File: config.mk
export PLATFORM = sky130hd
export DESIGN_NAME = dff_share_arbiter_flat
export DESIGN_NICKNAME = d
export VERILOG_FILES = /design/src/rtl/dff_share_arbiter_if.sv /design/src/rtl/dff_share_arbiter.sv /design/src/flat_wrapper.sv
export SDC_FILE = /design/constraint.sdc
export NUM_CORES = 1
export LEC_CHECK = 0
export ABC_AREA = 0
export CELL_PAD_IN_SITES_DETAIL_PLACEMENT = 0
export CELL_PAD_IN_SITES_GLOBAL_PLACEMENT = 1
export CORE_ASPECT_RATIO = 0.7
export CORE_UTILIZATION = 43
export DETAILED_ROUTE_END_ITERATION = 8
export DONT_BUFFER_PORTS = 1
export HOLD_SLACK_MARGIN = 0.05
export PLACE_DENSITY = 0.81
export RECOVER_POWER = 25
export REMOVE_ABC_BUFFERS = 1
export SYNTH_ARGS = -nofsm -noshare
export SYNTH_HDL_FRONTEND = slang
export SYNTH_SLANG_ARGS = --single-unit
File: constraint.sdc
create_clock -name clk -period 1.7 [get_ports clk]
set_input_delay 0.255 -clock clk [delete_from_list [all_inputs] [get_ports clk]]
set_output_delay 0.255 -clock clk [all_outputs]
set_load 0.05 [all_outputs]
File: src/rtl/dff_share_arbiter_if.sv
// Requester-side bundle for the shared capture register: req/din in, gnt/ack and captured data out.
interface dff_share_arbiter_if #(
   parameter int NREQ   = 4,
   parameter int DATA_W = 8
);
   localparam int OWN_W = $clog2(NREQ);

   logic [NREQ-1:0]        req;
   logic [NREQ*DATA_W-1:0] din;
   logic [NREQ-1:0]        gnt;
   logic [NREQ-1:0]        ack;
   logic [DATA_W-1:0]      q;
   logic [OWN_W-1:0]       q_owner;
   logic                   q_valid;

   modport master (output req, din, input gnt, ack, q, q_owner, q_valid);
   modport slave  (input req, din, output gnt, ack, q, q_owner, q_valid);
endinterface

File: src/rtl/dff_share_arbiter.sv
// Round-robin owner of one shared capture register; four-phase req/gnt/ack per requester.
// Grant one edge after req, capture+ack HOLD edges later; holds in RELEASE until the owner drops req.
module dff_share_arbiter #(
   parameter int NREQ   = 4,
   parameter int DATA_W = 8,
   parameter int HOLD   = 2
) (
   input  logic               clk,
   input  logic               reset,
   dff_share_arbiter_if.slave bus
);
   localparam int OWN_W = $clog2(NREQ);
   localparam int CNT_W = $clog2(HOLD + 1);

   typedef enum logic [1:0] {IDLE, GRANT, RELEASE} state_t;

   state_t            state, state_nx;
   logic [OWN_W-1:0]  ptr, ptr_nx;
   logic [OWN_W-1:0]  sel, sel_nx;
   logic [OWN_W-1:0]  pick, cand;
   logic [OWN_W-1:0]  q_owner_r, q_owner_nx;
   logic [CNT_W-1:0]  cnt, cnt_nx;
   logic [NREQ-1:0]   gnt_r, gnt_nx;
   logic [NREQ-1:0]   ack_r, ack_nx;
   logic [DATA_W-1:0] q_r, q_nx, slice;
   logic              q_valid_r, q_valid_nx;
   logic              found;

   // Search starts one past the last owner so every requester gets a turn.
   always_comb begin
      found = 1'b0;
      pick  = '0;
      cand  = '0;
      for (int i = 1; i <= NREQ; i++) begin
         cand = OWN_W'((int'(ptr) + i) % NREQ);
         if (!found && bus.req[cand]) begin
            found = 1'b1;
            pick  = cand;
         end
      end
   end

   always_comb begin
      slice = '0;
      for (int k = 0; k < NREQ; k++) begin
         if (sel == OWN_W'(k)) slice = bus.din[k*DATA_W +: DATA_W];
      end
   end

   always_comb begin
      state_nx   = state;
      ptr_nx     = ptr;
      sel_nx     = sel;
      cnt_nx     = cnt;
      gnt_nx     = '0;
      ack_nx     = '0;
      q_nx       = q_r;
      q_owner_nx = q_owner_r;
      q_valid_nx = q_valid_r;
      case (state)
         IDLE: begin
            if (found) begin
               sel_nx   = pick;
               gnt_nx   = NREQ'(1) << pick;
               cnt_nx   = CNT_W'(HOLD - 1);
               state_nx = GRANT;
            end
         end
         GRANT: begin
            // A withdrawn request wins over capture, even on the final hold cycle.
            if (!bus.req[sel]) begin
               ptr_nx   = sel;
               state_nx = IDLE;
            end else if (cnt != '0) begin
               cnt_nx = cnt - CNT_W'(1);
               gnt_nx = gnt_r;
            end else begin
               q_nx       = slice;
               q_owner_nx = sel;
               q_valid_nx = 1'b1;
               ack_nx     = NREQ'(1) << sel;
               ptr_nx     = sel;
               state_nx   = RELEASE;
            end
         end
         RELEASE: begin
            if (!bus.req[sel]) state_nx = IDLE;
         end
         default: state_nx = IDLE;
      endcase
   end

   always_ff @(posedge clk or negedge reset) begin
      if (!reset) begin
         state     <= IDLE;
         ptr       <= OWN_W'(NREQ - 1);
         sel       <= '0;
         cnt       <= '0;
         gnt_r     <= '0;
         ack_r     <= '0;
         q_r       <= '0;
         q_owner_r <= '0;
         q_valid_r <= 1'b0;
      end else begin
         state     <= state_nx;
         ptr       <= ptr_nx;
         sel       <= sel_nx;
         cnt       <= cnt_nx;
         gnt_r     <= gnt_nx;
         ack_r     <= ack_nx;
         q_r       <= q_nx;
         q_owner_r <= q_owner_nx;
         q_valid_r <= q_valid_nx;
      end
   end

   assign bus.gnt     = gnt_r;
   assign bus.ack     = ack_r;
   assign bus.q       = q_r;
   assign bus.q_owner = q_owner_r;
   assign bus.q_valid = q_valid_r;
endmodule

File: src/flat_wrapper.sv
// flat-port wrapper written by rule: the top's interface ports become plain ports
module dff_share_arbiter_flat 
#(
   parameter int NREQ   = 4,
   parameter int DATA_W = 8,
   parameter int HOLD   = 2
)
  (clk, reset, bus_req, bus_din, bus_gnt, bus_ack, bus_q, bus_q_owner, bus_q_valid);
  dff_share_arbiter_if #(.NREQ(NREQ), .DATA_W(DATA_W)) bus_i ();
  input  logic clk;
  input  logic reset;
  input wire logic [$bits(bus_i.req)-1:0] bus_req;
  input wire logic [$bits(bus_i.din)-1:0] bus_din;
  output wire logic [$bits(bus_i.gnt)-1:0] bus_gnt;
  output wire logic [$bits(bus_i.ack)-1:0] bus_ack;
  output wire logic [$bits(bus_i.q)-1:0] bus_q;
  output wire logic [$bits(bus_i.q_owner)-1:0] bus_q_owner;
  output wire logic [$bits(bus_i.q_valid)-1:0] bus_q_valid;
  assign bus_i.req = bus_req;
  assign bus_i.din = bus_din;
  assign bus_gnt = bus_i.gnt;
  assign bus_ack = bus_i.ack;
  assign bus_q = bus_i.q;
  assign bus_q_owner = bus_i.q_owner;
  assign bus_q_valid = bus_i.q_valid;
  dff_share_arbiter #(.NREQ(NREQ), .DATA_W(DATA_W), .HOLD(HOLD)) u_core (.clk(clk), .reset(reset), .bus(bus_i));
endmodule
==> metrics.cfg <==
[outcome]
outcome=finished, final reports clean

[power]
power_frac_seq_pct=52.5
ir_worst_vdd_mv=0.827
p_sw_mw=1.57
comb_power_share_pct=37.2
power.share.switching_pct=46.8
clockPowerShare_pct=10.4
finalPower_mw=3.35
leakage_nw=0.659
intPower_mw=1.78
powerDensity_nw_per_um2=2240

[clocking]
clk_pin_slew_worst_paths_ns=0.08
numCtsBuffers=3
ctsRootBufferMaster=clkbuf_8
h-tree-depth=1
clk_latency_ns=0.26
postCtsSetupBuffers=0
tritoncts=yes
cts.sinks=27
clockBufferDepth=2

[detailed_routing]
routed_wl_um=2610
routedWlPerCell_um=17.8
vias_per_cell=5.69
antenna_left=0
drtIter0Drc=50
dr.pass1.iters=4
vias=837
drcViolationCount=0

[global_routing]
grtUsageTotal_pct=16.8
grt_pass1_vias=868
grt_max_degree=28
globalRouteOverflowTotal=0
grt_pass1_wl_um=4400
antenna_found_initial=0

[timing]
drv_slew=0
worst_slew_pin_slew_ns=0.651
fmax_mhz=608
rsz0062_at_grt=yes
fin_skew_ns=0.00189
finalHoldViolCount=0
setup_violations=0
hold_slack_ns=0.296
period_needed_ns=1.65
period_share_pct=96.8
relSlewSlack_pct=56.6

[cells_and_area]
drive_gt1_share_pct=27.9
n_antenna_cell=0
n_fill_cell=255
area_growth_pct=8.12
nets=151

[synth]
synth_area_um2=1390
ys_ff_latch=27
yosysSeqAreaShare_pct=48.9
syn_area_per_cell_um2=13.2
synth_cells=105
yosysWarnings=0
synthDistinctLibCells=32

[placed_design]
place_congestion=0.767
io_buffers=0
hpwl_um=1920

[setup_path]
slowest_stage=mux4_2
worstReg2RegStart=u_core.sel[0]
timing.rr.end=u_core.bus.q[4]
slowest_delay_ns=0.58
start_kind=flop
critical-path-top-delay-family=multiplexers
rr_worst_depth=3
cp.required_ns=1.86
worstSetupPathType=flop to flop
crit_fanout=11
crit_path_start=u_core.sel[0]
end_kind=flop
path_cells=mux4_2 > and3_4 > mux2_4
ff2ff_setup_slack_ns=0.05
crit_buf_inv=0
path_depth=3
critPathArrivalTime_ns=1.80
cp-endpoint=u_core.bus.q[4]

[worst_hold_path]
hold_class=primary input to flop

[floorplan]
ios=57
die_y_um=49.5
die_w_um=69.9
die_area_um2=3460
core-area_um2=2920
start_util_pct=47.5
fp-row-count=16

[flow_run]
maxCapViolations=0

[registers in the layout, indices dropped and copies added, names as in the netlist]
| register | cells |
|---|---|
| u_core.state | 2 |
| u_core.sel | 2 |
| u_core.bus.gnt | 4 |
| u_core.bus.ack | 4 |
| u_core.cnt | 2 |
| u_core.bus.q_valid | 1 |
| u_core.bus.q_owner | 2 |
| u_core.bus.q | 8 |
| u_core.ptr | 2 |
[synth_stat cells]
cell type / number / area [um2]
nor2_1: 4 / 15.0
a22o_1: 2 / 17.5
o21ai_0: 2 / 10.0
a31oi_1: 1 / 6.26
nand2_1: 12 / 45.0
nor2b_1: 3 / 18.8
ha_1: 1 / 12.5
o31ai_1: 2 / 15.0
nand2b_1: 5 / 31.3
buf_6: 2 / 22.5
mux2i_1: 1 / 10.0
buf_1: 1 / 3.75
mux2_4: 7 / 105
and3_4: 1 / 11.3
and2_1: 1 / 6.26
dfrtp_1: 25 / 626
nor3_1: 1 / 5.00
o22a_1: 1 / 8.76
mux4_2: 6 / 135
a21oi_1: 2 / 10.0
a21o_1: 1 / 7.51
nand3_1: 3 / 15.0
inv_1: 3 / 11.3
a21boi_0: 1 / 7.51
o41ai_1: 1 / 8.76
nor3b_1: 1 / 7.51
nand3b_1: 1 / 7.51
mux2_2: 5 / 56.3
mux4_1: 3 / 78.8
clkbuf_1: 2 / 7.51
and3_1: 2 / 12.5
dfstp_2: 2 / 52.6
[cell type report]
cell class | count | area [um2] | share of cell area [%]
clock buffer | 4 | 45.0 | 3.00
tap | 36 | 45.0 | 3.00
timing repair buffer | 7 | 52.6 | 3.50
sequential | 27 | 678 | 45.2
multi-input combinational | 70 | 668 | 44.5
inverter | 3 | 11.3 | 0.751
[worst reg2reg max path, stage by stage (launching register included)]
cell and delay (ns):
dfrtp_1 0.38, mux4_2 0.58, and3_4 0.27, mux2_4 0.31
[stage by stage]
| stage | setup TNS (ns) | util (%) | cell area, um2 | cells | setup WS, ns |
|---|---|---|---|---|---|
| 2_1_floorplan | -3.01 | - | 1350 | 100 | -0.232 |
| 3_3_place_gp | 0 | 49.1 | 1440 | 141 | 0.114 |
| 3_5_place_dp | 0 | 49.1 | 1440 | 141 | 0.0787 |
| 4_1_cts | 0 | 51.7 | 1510 | 147 | 0.0550 |
| 5_1_grt | -0.000881 | 51.3 | 1500 | 147 | -0.000881 |
| 6_report | 0 | 51.3 | 1500 | 147 | 0.0540 |
[logic make-up after synthesis]
group | after synthesis | synth area share (%)
simple gates | 34 | 12.6
compound gates | 13 | 6.58
mux | 22 | 27.8
buf+inv | 8 | 3.25
flops | 27 | 48.9
fa+ha+maj | 1 | 0.902
[cells in the final DEF, fill, tap and decap left out]
cell type / instances
buf_4: 5
a31oi_1: 1
nand2b_1: 5
nand3_1: 3
mux4_2: 6
a21oi_1: 1
nor3_1: 1
mux2i_1: 1
a21oi_2: 1
dfrtp_1: 25
mux4_1: 3
a21o_1: 1
nand3b_1: 1
o21ai_0: 1
a22o_1: 2
nor2b_1: 3
nor3b_1: 1
o21ai_1: 1
and3_4: 1
o31ai_1: 2
mux2_4: 7
ha_1: 1
clkbuf_2: 1
dlygate4sd3_1: 1
mux2_2: 5
nor2_1: 4
o41ai_1: 1
clkbuf_8: 3
o22a_1: 1
nand2_1: 12
and3_1: 2
clkbuf_1: 1
inv_1: 3
and2_1: 1
a21boi_0: 1
dfstp_2: 2
[power by group through the flow]
stage	Sequential (mW)	Combinational [mW]	Clock (mW)
6_report	1.76	1.25	0.348
4_1_cts	1.76	1.25	0.365
2_1_floorplan	1.80	0.868	0
3_5_place_dp	1.77	1.21	0
5_1_grt	1.80	1.38	0.400
3_3_place_gp	1.77	1.18	0
[layer usage]
| layer | routed length [um] | up-vias | global-route usage [%] |
|---|---|---|---|
| met5 | 0 | - | 0 |
| met4 | 12 | 0 | 3.00 |
| met3 | 245 | 2 | 8.38 |
| met2 | 1130 | 38 | 25.0 |
| met1 | 1220 | 400 | 22.3 |
| li1 | - | 397 | - |
[what timing repair did]
action                                 4_1_cts  5_1_grt
resized for setup                            0        2
hold buffers                                 2        0
endpoints found under the hold margin       27        0
setup endpoints to repair                    0        6
[worst min path at each step]
stage                     slack [ns]  depth (start not counted)        from                end
after global routing            0.30                          3  bus_req[3]    u_core.state[0]
after CTS                       0.29                          4  bus_req[3]      u_core.sel[1]
after detailed placement       -0.04                          0       reset  u_core.bus.gnt[3]
after global placement         -0.04                          0       reset  u_core.bus.gnt[3]
after floorplan                -0.04                          0       reset  u_core.bus.ack[0]
final                           0.30                          4  bus_req[3]      u_core.sel[1]
No activity file was read; power rests on OpenSTA's default activity.
==> patch: new RTL, same flow settings <==
`DATA_W` is set to 8 in 3 places; all go to 6.
--- a/src/rtl/dff_share_arbiter_if.sv
+++ b/src/rtl/dff_share_arbiter_if.sv
@@ -3,3 +3,3 @@
    parameter int NREQ   = 4,
-   parameter int DATA_W = 8
+   parameter int DATA_W = 6
 );
--- a/src/rtl/dff_share_arbiter.sv
+++ b/src/rtl/dff_share_arbiter.sv
@@ -4,3 +4,3 @@
    parameter int NREQ   = 4,
-   parameter int DATA_W = 8,
+   parameter int DATA_W = 6,
    parameter int HOLD   = 2
--- a/src/flat_wrapper.sv
+++ b/src/flat_wrapper.sv
@@ -4,3 +4,3 @@
    parameter int NREQ   = 4,
-   parameter int DATA_W = 8,
+   parameter int DATA_W = 6,
    parameter int HOLD   = 2
Ports: changed (resized bus_din and bus_q); port bits go from 57 to 47. The function was not compared with the original's and may differ.
==> patch against the unedited design <==
- wire length down 9.0%
- synthesized area is 11% lower
- critical endpoint is now u_core.ptr[1]
- highest routed layer unchanged
- synthesized cell count down 9.5%
- final area down 11%
- total power is 13% lower
- non-clock buffer count decreased by 2
- count of clock-buffer cells in the layout is the same
- sequential cell count decreased by 2
- worst setup slack better by 11 ps
- fmax grew 0.67%
- die area decreased by 11%
==> patch: results (changes against the unedited design) <==
Logic synthesis
  – Syn avg cell area: 12.9 um2 (-2.1%)
  – Synth cell count leaders: dfrtp_1, mux2_2, nand2_1
  – Post-synthesis adder-cell area fraction: 0.0102 (+0.00117)
  – Synth Area in Compound Gates: 0.0896 (+0.0238)
  – Ranking of synthesized cells by area: dfrtp_1, mux4_2, mux2_2
  – Mux share of post-synthesis cell area: 0.236 (-0.0415)
  – Unique cell type count in the Yosys netlist: 32 (unchanged)
  – Seq/Total Area, Yosys: 0.511 (+0.0225)

Min path
  – WHS Endpoint: u_core.bus.ack[1]
  – Hold path cells: 2 (-2)
  – Hold path startpoint: bus_req[1]

Drt
  – Vias per cell: 5.76 (+1.2%)
  – DRT iter0 DRCs: 86 (+72%)
  – DRT Pass-1 Iters: 4 (unchanged)
  – Total routed wirelength: 2.38 mm (-9.0%)

Timing
  – Final hold slack: 94.9 ps (-202 ps)
  – Relative slew margins: 0.262 (-0.304)
  – Final period util: 0.962 (-0.00642)
  – Clock skew: 3.61 ps (+1.72 ps)

Setup path
  – Worst Path Max Fanout: 4 (-7)
  – Worst stage delay on the critical path: 560 ps (-20 ps)
  – Worst Setup EP: u_core.ptr[1]
  – WP data arrival: 1830 ps (+30 ps)
  – Reg-to-Reg End: u_core.ptr[1]

Place
  – Area post-placement: 1270 um2 (-11%)
  – Dpl hpwl: 1.73 mm (-10%)
  – Worst slack, placed: 78.9 ps (+0.214 ps)
  – RD Place Congestion: 0.771 (+0.50%)

GRT
  – Total GRT Usage: 0.181 (+0.0138)
  – Initial antenna violation count: 0 (unchanged)
  – Vias in the first global route: 834 (-3.9%)
  – First-pass GRT wire length: 3.95 mm (-10%)
  – Largest net degree at the start of global routing: 26 (-7.1%)

Finish
  – Multi-input gates: 63 (-10%)
  – Max FFs per register: 6 (-2)
  – Inverters: 4 (+1)
  – Fraction of area in registers: 0.468 (+0.0162)
  – Final Core Density: 0.518 (+0.00460)
  – Clock-cell share: 0.0336 (+0.00356)
  – Multi-input combinational cell area: 566 um2 (-15%)
  – Non-clk bufs: 5 (-2)
  – Num sequential: 25 (-7.4%)
  – Cell Count, Final, Fillers Out: 135 (-8.2%)
  – Ratio of cells with drive above 1 in the final layout: 0.277 (-0.00205)
  – # fillers: 224 (-12%)

Floorplanning
  – FP Rows: 15 (-1)

Power and ir drop
  – Leak Pwr: 0.574 nW (-13%)
  – Switch Pwr: 1.35 mW (-14%)
  – VDD IR max: 935 uV (+13%)

Run status
  – Outcome: finished clean
patch: cell count changes in the layout (fill, tap and decap cells not counted), moves of 3 or more:
| cell | unedited run | this run |
|---|---|---|
| mux2_2 | 5 | 10 |
| mux2_4 | 7 | 0 |
| mux4_1 | 3 | 0 |
| nand2_1 | 12 | 9 |
| nand3_1 | 3 | 0 |
| nor3_1 | 1 | 4 |
patch: layer usage:
metal  track usage  up-vias  wire length (um)
met5             0        -                 0
li1              -      362                 -
met3        0.0594        2               118
met2         0.292       21              1200
met4        0.0565        0                10
met1         0.237      393              1050
patch: power groups by stage:
stage	Clock, mW	Combinational (mW)	Sequential (mW)
after global placement	0	0.958	1.57
after floorplan	0	0.719	1.61
final	0.347	0.992	1.57
after CTS	0.356	1.01	1.57
after detailed placement	0	0.984	1.58
after global routing	0.379	1.10	1.61
